`config.mk`:
```
export PLATFORM = sky130hd
export DESIGN_NAME = seg_decode_in_flat
export DESIGN_NICKNAME = d
export VERILOG_FILES = /design/src/rtl/seg_decode_in_if.sv /design/src/rtl/seg_decode_in.sv /design/src/flat_wrapper.sv
export SDC_FILE = /design/constraint.sdc
export NUM_CORES = 1
export LEC_CHECK = 0
export ABC_AREA = 0
export CAP_MARGIN = 30
export CORE_AREA = 2 2 100 174
export CTS_BUF_LIST = sky130_fd_sc_hd__clkbuf_8
export DETAILED_ROUTE_END_ITERATION = 10
export DIE_AREA = 0 0 102 176
export PLACE_DENSITY = 0.51
export REMOVE_ABC_BUFFERS = 1
export SLEW_MARGIN = 20
export SYNTH_ARGS = -nofsm -noshare
export SYNTH_HDL_FRONTEND = slang
export SYNTH_SLANG_ARGS = --single-unit
export TNS_END_PERCENT = 10
```
`constraint.sdc`:
```
create_clock -name clk -period 3.7 [get_ports clk]
set_clock_uncertainty 0.05 [all_clocks]
set_input_delay 0.74 -clock clk [delete_from_list [all_inputs] [get_ports clk]]
set_output_delay 0.74 -clock clk [all_outputs]
set_load 0.1 [all_outputs]
```
`src/rtl/seg_decode_in_if.sv`:
```
// Bundles the segment-decoder input buses and the valid/ack result port.
// The master side drives the segment buses and ack; the slave side is the decoder.
interface seg_decode_in_if;
  logic [6:0] seg_u;
  logic [6:0] seg_d;
  logic       sinal_in;
  logic [7:0] n;
  logic       sinal;
  logic       valid;
  logic       ack;
  logic       err;

  modport master (
    output seg_u, seg_d, sinal_in, ack,
    input  n, sinal, valid, err
  );

  modport slave (
    input  seg_u, seg_d, sinal_in, ack,
    output n, sinal, valid, err
  );
endinterface

```
`src/rtl/seg_decode_in.sv`:
```
// Turns two debounced active-low 7-segment digits plus a sign back into a signed 0..99 value.
// The valid/ack result is held until ack. Optional macro DECODE_BLANK_EN: an all-off tens digit decodes as 0.
module seg_decode_in #(
  parameter int SYNC_STAGES   = 2,
  parameter int STABLE_CYCLES = 4
) (
  input logic          clk,
  input logic          rst,
  seg_decode_in_if.slave bus
);
  localparam logic [7:0] CNT_MAX = 8'(STABLE_CYCLES - 1);

  typedef enum logic {SCAN, HOLD} state_t;

  logic [SYNC_STAGES-1:0][14:0] sync_q;
  logic [SYNC_STAGES:0]         fill_q;
  logic [14:0] w_s;
  logic [14:0] w_prev;
  logic [14:0] w_last;
  logic        have_last;
  logic [7:0]  cnt;
  state_t      state;
  logic [7:0]  n_q;
  logic        sinal_q;
  logic        valid_q;
  logic        err_q;

  logic        same;
  logic [4:0]  dec_u;
  logic [4:0]  dec_d;
  logic        bad;
  logic [7:0]  value;

  // Returns {legal, digit}.
  function automatic logic [4:0] decode(input logic [6:0] p);
    case (p)
      7'b0000001: decode = {1'b1, 4'd0};
      7'b1001111: decode = {1'b1, 4'd1};
      7'b0010010: decode = {1'b1, 4'd2};
      7'b0000110: decode = {1'b1, 4'd3};
      7'b1001100: decode = {1'b1, 4'd4};
      7'b0100100: decode = {1'b1, 4'd5};
      7'b0100000: decode = {1'b1, 4'd6};
      7'b0001111: decode = {1'b1, 4'd7};
      7'b0000000: decode = {1'b1, 4'd8};
      7'b0000100: decode = {1'b1, 4'd9};
      default:    decode = 5'd0;
    endcase
  endfunction

  always_ff @(posedge clk or posedge rst) begin
    if (rst) begin
      sync_q <= '0;
      fill_q <= '0;
    end else begin
      sync_q[0] <= {bus.sinal_in, bus.seg_d, bus.seg_u};
      for (int i = 1; i < SYNC_STAGES; i++) begin
        sync_q[i] <= sync_q[i-1];
      end
      fill_q <= {fill_q[SYNC_STAGES-1:0], 1'b1};
    end
  end

  assign w_s = sync_q[SYNC_STAGES-1];
  // The reset contents of the sync chain and w_prev are not real samples, so they never count
  // as stable; this is what makes a held word take the full latency after reset.
  assign same = (w_s == w_prev) && fill_q[SYNC_STAGES];

  assign dec_u = decode(w_s[6:0]);
`ifdef DECODE_BLANK_EN
  assign dec_d = (w_s[13:7] == 7'b1111111) ? {1'b1, 4'd0} : decode(w_s[13:7]);
`else
  assign dec_d = decode(w_s[13:7]);
`endif
  assign bad   = !(dec_u[4] && dec_d[4]);
  assign value = {4'd0, dec_d[3:0]} * 8'd10 + {4'd0, dec_u[3:0]};

  always_ff @(posedge clk or posedge rst) begin
    if (rst) begin
      w_prev    <= '0;
      w_last    <= '0;
      have_last <= 1'b0;
      cnt       <= '0;
      state     <= SCAN;
      n_q       <= '0;
      sinal_q   <= 1'b0;
      valid_q   <= 1'b0;
      err_q     <= 1'b0;
    end else begin
      w_prev <= w_s;
      if (!same)               cnt <= '0;
      else if (cnt != CNT_MAX) cnt <= cnt + 8'd1;
      case (state)
        SCAN: begin
          if (same && cnt == CNT_MAX && (!have_last || w_s != w_last)) begin
            w_last    <= w_s;
            have_last <= 1'b1;
            n_q       <= bad ? 8'd0 : value;
            sinal_q   <= w_s[14];
            err_q     <= bad;
            valid_q   <= 1'b1;
            state     <= HOLD;
          end
        end
        HOLD: begin
          if (bus.ack) begin
            valid_q <= 1'b0;
            state   <= SCAN;
          end
        end
        default: state <= SCAN;
      endcase
    end
  end

  assign bus.n     = n_q;
  assign bus.sinal = sinal_q;
  assign bus.valid = valid_q;
  assign bus.err   = err_q;
endmodule
```
`src/flat_wrapper.sv`:
```
// flat-port wrapper written by rule: the top's interface ports become plain ports
module seg_decode_in_flat 
#(
  parameter int SYNC_STAGES   = 2,
  parameter int STABLE_CYCLES = 4
)
  (clk, rst, bus_seg_u, bus_seg_d, bus_sinal_in, bus_ack, bus_n, bus_sinal, bus_valid, bus_err);
  seg_decode_in_if bus_i ();
  input logic clk;
  input logic rst;
  input wire logic [$bits(bus_i.seg_u)-1:0] bus_seg_u;
  input wire logic [$bits(bus_i.seg_d)-1:0] bus_seg_d;
  input wire logic [$bits(bus_i.sinal_in)-1:0] bus_sinal_in;
  input wire logic [$bits(bus_i.ack)-1:0] bus_ack;
  output wire logic [$bits(bus_i.n)-1:0] bus_n;
  output wire logic [$bits(bus_i.sinal)-1:0] bus_sinal;
  output wire logic [$bits(bus_i.valid)-1:0] bus_valid;
  output wire logic [$bits(bus_i.err)-1:0] bus_err;
  assign bus_i.seg_u = bus_seg_u;
  assign bus_i.seg_d = bus_seg_d;
  assign bus_i.sinal_in = bus_sinal_in;
  assign bus_i.ack = bus_ack;
  assign bus_n = bus_i.n;
  assign bus_sinal = bus_i.sinal;
  assign bus_valid = bus_i.valid;
  assign bus_err = bus_i.err;
  seg_decode_in #(.SYNC_STAGES(SYNC_STAGES), .STABLE_CYCLES(STABLE_CYCLES)) u_core (.clk(clk), .rst(rst), .bus(bus_i));
endmodule
```
==> impl_metrics.json, run 1 <==
{
  "placed_area_sq_um": 4260,
  "clockBufferDepth": 2,
  "yosysWarnings": 0,
  "synthFlopType": "dfrtp_1",
  "internal_power_uw": 1336,
  "drive_above_1_share": 0.1631,
  "finalInstanceArea_sq_um": 4473,
  "post-route-period-util": 0.9245,
  "final.setup.tns_ns": 0,
  "hp-start": "u_core.fill_q[0]$_DFF_PP0_",
  "dieArea_sq_um": 17950,
  "grt_usage": 0.08817,
  "netlist_instances": 295,
  "p_clk_frac": 0.390,
  "yosysSeqAreaShare": 0.5548,
  "rsz0062_at_grt": "no",
  "critPathBufInv": 0,
  "switching_power_uw": 412.2,
  "coreArea_sq_um": 16450,
  "finalSetupViolCount": 0,
  "drt_iter0_markers": 127,
  "cpPeakStageDelay_ns": 0.66,
  "critical_path_class": "flip-flop to flip-flop",
  "leakage_uw": 0.001887,
  "path_delay_family": "simple AND/OR/NAND/NOR gates",
  "hold_viol": 0,
  "ios": 29,
  "place_ws_ns": 0.2990,
  "post-route-util": 0.2720,
  "async_reset_ff_frac": 1.000,
  "place_hpwl_mm": 5.237,
  "postCtsSetupBuffers": 0,
  "path_cells": "or4b_2 -> o21ai_0 -> a31oi_1 -> nor2_1 -> ha_1 -> ha_1 -> fa_1 -> and2_1 -> nand2_1 -> nor3_1 -> a2111oi_0 -> mux2_1",
  "dieHeight_um": 176,
  "cts_tree": "done",
  "syn_area_sq_um": 3744,
  "synth.distinct_cells": 52,
  "wl_per_cell_um": 13.14,
  "relSlewSlack": 0.3492,
  "routed_via_density": 4.110,
  "vdd_drop_max_mv": 0.1614,
  "pwr-share-seq": 0.548,
  "antenna_found_initial": 0,
  "drv_slew": 0,
  "synth.avg_cell_area_sq_um": 12.69,
  "swShare": 0.2358,
  "end_kind": "flip-flop",
  "ant_nets": 0,
  "io_buffers": 28,
  "post-route-min-period_ns": 3.421,
  "critPathRequiredTime_ns": 3.94,
  "gp_congestion": 0.7347,
  "worstSetupStartpointType": "flip-flop",
  "grt_pass1_wl_mm": 12.19,
  "dr.pass1.iters": 4,
  "worstPathArrival_ns": 3.66,
  "wl_mm": 7.293,
  "syn_to_final_growth_pct": 19.49,
  "clkLatencyLatePin_ns": 0.36,
  "nets": 354,
  "crit_top_cell": "ha_1",
  "start_util": 0.2276,
  "synth.ff_latch_count": 83,
  "power_density_nw_per_um2": 390.8,
  "grt_max_degree": 35,
  "gr-total-overflow": 0,
  "fin_ws_ns": 0.2794,
  "clkSinkCount": 83,
  "drc": 0,
  "crit_fanout": 3,
  "max_freq_ghz": 0.2923,
  "min_path_type": "flip-flop to flip-flop",
  "vias": 2281,
  "n_fill_cell": 1776,
  "holdBufCountCts": 0,
  "startpoint": "u_core.w_s[9]$_DFF_PP0_",
  "antennaDiodeCount": 0,
  "cts-buffers-inserted": 9,
  "worst-slew-pin-transition_ns": 0.9732,
  "grt_pass1_vias": 2417,
  "synth-edff-count": 0,
  "root_buffer": "clkbuf_8",
  "maxCapViolCount": 0,
  "crit_slowest_cell": "or4b_2",
  "r2r-start": "u_core.w_s[9]$_DFF_PP0_",
  "rows": 62,
  "outcome": "complete, no violations",
  "die_x_um": 102,
  "power_frac_comb": 0.061,
  "h-tree-depth": 3,
  "cts.clk_slew.worst_paths_ns": 0.08
}
cells in the mapped netlist (3+ instances only):
library cell / n / share of area
inv_1: 4 / 0.0040
nand4_1: 8 / 0.013
dfrtp_1: 83 / 0.55
buf_6: 7 / 0.021
xnor2_1: 34 / 0.080
nor3b_1: 4 / 0.0080
a21oi_1: 5 / 0.0067
nor3_1: 9 / 0.012
or3_1: 3 / 0.0050
a21o_1: 6 / 0.012
nand2_1: 7 / 0.0070
nand3_1: 10 / 0.013
nor4_1: 4 / 0.0067
buf_2: 4 / 0.0053
clkbuf_1: 8 / 0.0080
o21ai_0: 3 / 0.0040
mux2_1: 6 / 0.018
nor2_1: 15 / 0.015
mux2_4: 10 / 0.040
mux2_2: 8 / 0.024
xor2_1: 7 / 0.016
ha_1: 8 / 0.027
o31ai_1: 3 / 0.0060
cell type report:
cell class              instances  area (sq um)  area share
flip-flops and latches         83          2078      0.4646
multi-input cells             188          1519      0.3396
repair buffers                 40         367.9     0.08224
well taps                     224         280.3     0.06266
clock buffers                  11         151.4     0.03385
clock inverters                 5         60.06     0.01343
inverters                       4         16.27    0.003636
state kept, by name, summed over array words and instances, names as in the netlist:
signal / cells
u_core.bus.n: 8
u_core.cnt: 8
u_core.w_s: 15
u_core.sync_q: 15
u_core.fill_q: 3
u_core.have_last: 1
u_core.w_prev: 15
u_core.bus.sinal: 1
u_core.bus.valid: 1
u_core.bus.err: 1
u_core.w_last: 14
u_core.state: 1
worst paths after layout:
path / slack, ns / to / cells after the start
hold reg to reg: 0.30 / u_core.fill_q[1]$_DFF_PP0_ / 0
min in group asynchronous: 0.66 / u_core.w_last[2]$_DFFE_PP0P_ / 2
max in group asynchronous: 2.14 / u_core.w_last[7]$_DFFE_PP0P_ / 3
setup reg to reg: 0.28 / u_core.bus.n[7]$_DFFE_PP0P_ / 12
hold / removal: 0.30 / u_core.fill_q[1]$_DFF_PP0_ / 0
setup / recovery: 0.28 / u_core.bus.n[7]$_DFFE_PP0P_ / 12
logic make-up (layout without fill, tap and decap cells):
kind of cell,Yosys count,after routing,share of synthesized area
xor+xnor,41,41,0.09592
simple gates,82,82,0.1314
buf+inv,24,60,0.03944
mux,26,26,0.08757
other cells,1,1,0.001002
fa+ha+maj,10,10,0.03743
flops,83,83,0.5548
compound gates,28,28,0.05247
per-layer routing:
layer  track usage  part of all wire  wire, um
met3       0.01227             0.013        98
met2        0.1587              0.55      3994
met1       0.09469              0.41      2958
met4       0.05389             0.033       242
met5             0                 0         0
placed cells by master (no fill, tap or decap), drive strengths merged, types with 4 or more instances in the layout:
master          n
nor2           15
nand2           7
mux2           24
clkbuf         11
a21oi           5
nor3            9
a21o            6
nand4           8
nor4            5
clkdlybuf4s50  27
dfrtp          83
ha              8
nand3          10
buf            13
inv             4
xnor2          34
nor3b           4
xor2            7
what timing repair did:
item                                   CTS  global route
endpoints found under the hold margin    0             0
gates resized for setup                  0             1
setup endpoints to repair                0             1
power groups by stage:
stage	Combinational, uW	Clock [uW]	Sequential (uW)
after global placement	109	0	976
final	107	682	958
after CTS	111	711	959
after detailed placement	111	0	977
after global routing	121	745	963
after floorplan	58.1	0	974
per-stage QoR:
| step | hold WS [ns] | cells | power, uW |
|---|---|---|---|
| after floorplan | 0.2812 | 275 | 1032 |
| after global placement | 0.2819 | 539 | 1085 |
| after detailed placement | 0.2847 | 539 | 1088 |
| after CTS | 0.3050 | 555 | 1780 |
| after global routing | 0.3080 | 555 | 1830 |
| final | 0.3008 | 555 | 1748 |
Power figures use the tool's default switching activity.
==> run 2: changes to the inputs <==
PLACE_DENSITY = 0.42   (was 0.51)
==> run 2 against run 1 <==
Net effect: final cell count did not move; first-iteration DRC count decreased by 50%; count of clock-buffer cells in the layout fell by 2; combinational power hardly changed; setup slack lost 0.0088 ns; final area is 0.20% higher; sequential power is essentially flat; wire length grew 4.3%; core utilization grew 0.053 points; largest cell class unchanged; largest power group unchanged.
==> impl_metrics.json, run 2 (synthesized netlist as in run 1, its figures left out) <==
{
  "maxCapViolCount": 0,
  "cts-buffers-inserted": 9,
  "dieArea_sq_um": 17950,
  "grt_max_degree": 43,
  "clockBufferDepth": 2,
  "r2r_cells": 13,
  "start_util": 0.2276,
  "critical_path_class": "flip-flop to flip-flop",
  "crit_fanout": 7,
  "io_buffers": 28,
  "outcome": "complete, no violations",
  "holdPathStages": 0,
  "hold_viol": 0,
  "ant_nets": 0,
  "gp_congestion": 0.7381,
  "critPathRequiredTime_ns": 3.91,
  "dr.pass1.iters": 4,
  "h-tree-depth": 3,
  "grt_pass1_vias": 2585,
  "min_path_type": "flip-flop to flip-flop",
  "syn_to_final_growth_pct": 19.72,
  "grt_usage": 0.09342,
  "wl_mm": 7.606,
  "post-route-min-period_ns": 3.429,
  "gr-total-overflow": 0,
  "nets": 354,
  "end_kind": "flip-flop",
  "postCtsSetupBuffers": 0,
  "max_freq_ghz": 0.2916,
  "clkSinkCount": 83,
  "relSlewSlack": 0.3483,
  "path_cells": "buf_4 -> or3_1 -> nor4_1 -> a31oi_1 -> nor2_1 -> ha_1 -> ha_1 -> fa_1 -> and2_1 -> nand2_1 -> nor3_1 -> a2111oi_0 -> mux2_1",
  "post-route-period-util": 0.9269,
  "root_buffer": "clkbuf_8",
  "wl_per_cell_um": 13.70,
  "antennaDiodeCount": 0,
  "drv_slew": 0,
  "ios": 29,
  "cts.clk_slew.worst_paths_ns": 0.09,
  "dieHeight_um": 176,
  "die_x_um": 102,
  "cts_resized": 0,
  "final.setup.tns_ns": 0,
  "crit_top_cell": "ha_1",
  "routed_via_density": 4.130,
  "leakage_uw": 0.001884,
  "worstPathArrival_ns": 3.63,
  "rsz0062_at_grt": "no",
  "final_cells": 555,
  "cts_tree": "done",
  "power_density_nw_per_um2": 391.4,
  "vias": 2292,
  "finalSetupViolCount": 0,
  "antenna_found_initial": 0,
  "place_hpwl_mm": 5.440,
  "drive_above_1_share": 0.1571,
  "vdd_drop_max_mv": 0.1720,
  "worstSetupStartpointType": "flip-flop",
  "place_ws_ns": 0.2836,
  "dp_cells": 539,
  "drt_iter0_markers": 64,
  "final_cell_mix": "dfrtp_1 (83), xnor2_1 (34), clkdlybuf4s50_1 (28)",
  "worst-slew-pin-transition_ns": 0.9745,
  "rows": 62,
  "grt_pass1_wl_mm": 12.77,
  "coreArea_sq_um": 16450,
  "cpPeakStageDelay_ns": 0.52,
  "clkLatencyLatePin_ns": 0.36,
  "n_fill_cell": 1788,
  "holdBufCountCts": 0,
  "fin_ws_ns": 0.2706,
  "final_common_cell": "dfrtp_1",
  "drc": 0,
  "crit_slowest_cell": "fa_1"
}
## run 2: layout make-up
class	instances	area, sq um	share of cell area
clock buffer	9	123.9	0.02764
clock inverter	7	82.58	0.01843
inverter	4	16.27	0.003629
multi-input combinational	188	1519	0.3389
sequential	83	2077	0.4634
tap	224	280.3	0.06253
timing repair buffer	40	382.9	0.08543
## run 2: metal layers
layer / wire length, um / GRT usage
met2: 4223 / 0.1669
met1: 3027 / 0.1004
met5: 0 / 0
met3: 166 / 0.02138
met4: 188 / 0.04778
## run 2: worst paths after layout
path                                            start                           to  slack, ns
max                           u_core.w_s[7]$_DFF_PP0_  u_core.bus.n[7]$_DFFE_PP0P_       0.27
min                        u_core.fill_q[0]$_DFF_PP0_   u_core.fill_q[1]$_DFF_PP0_       0.30
max reg2reg                   u_core.w_s[7]$_DFF_PP0_  u_core.bus.n[7]$_DFFE_PP0P_       0.27
min reg2reg                u_core.fill_q[0]$_DFF_PP0_   u_core.fill_q[1]$_DFF_PP0_       0.30
max in group asynchronous                         rst   u_core.w_prev[7]$_DFF_PP0_       2.17
min in group asynchronous                         rst   u_core.sync_q[3]$_DFF_PP0_       0.74
## run 2: worst max-delay path, delay by kind of cell, from the launching register on
kind / cells / cell delay (ns)
buffers and inverters: 1 / 0.19
AO/OA/AOI/OAI: 2 / 0.15
adder cells (fa/ha/maj): 3 / 1.00
multiplexers: 1 / 0.30
AND/OR/NAND/NOR: 6 / 1.19
flip-flops: 1 / 0.45
## run 2: power by group
part | internal [uW] | total, uW | switching (uW)
combinational | 53.0 | 109 | 55.7
clock | 324 | 687 | 363
sequential | 933 | 959 | 26.1
## run 2: stage by stage
stage / cell area [sq um] / total power (uW) / hold slack (ns) / utilization
after floorplan: 3611 / 1032 / 0.2812 / -
after global placement: 4275 / 1088 / 0.2819 / 0.2600
after detailed placement: 4275 / 1089 / 0.2847 / 0.2600
after CTS: 4482 / 1794 / 0.3094 / 0.2725
after global routing: 4482 / 1843 / 0.3141 / 0.2725
final: 4482 / 1754 / 0.3003 / 0.2725
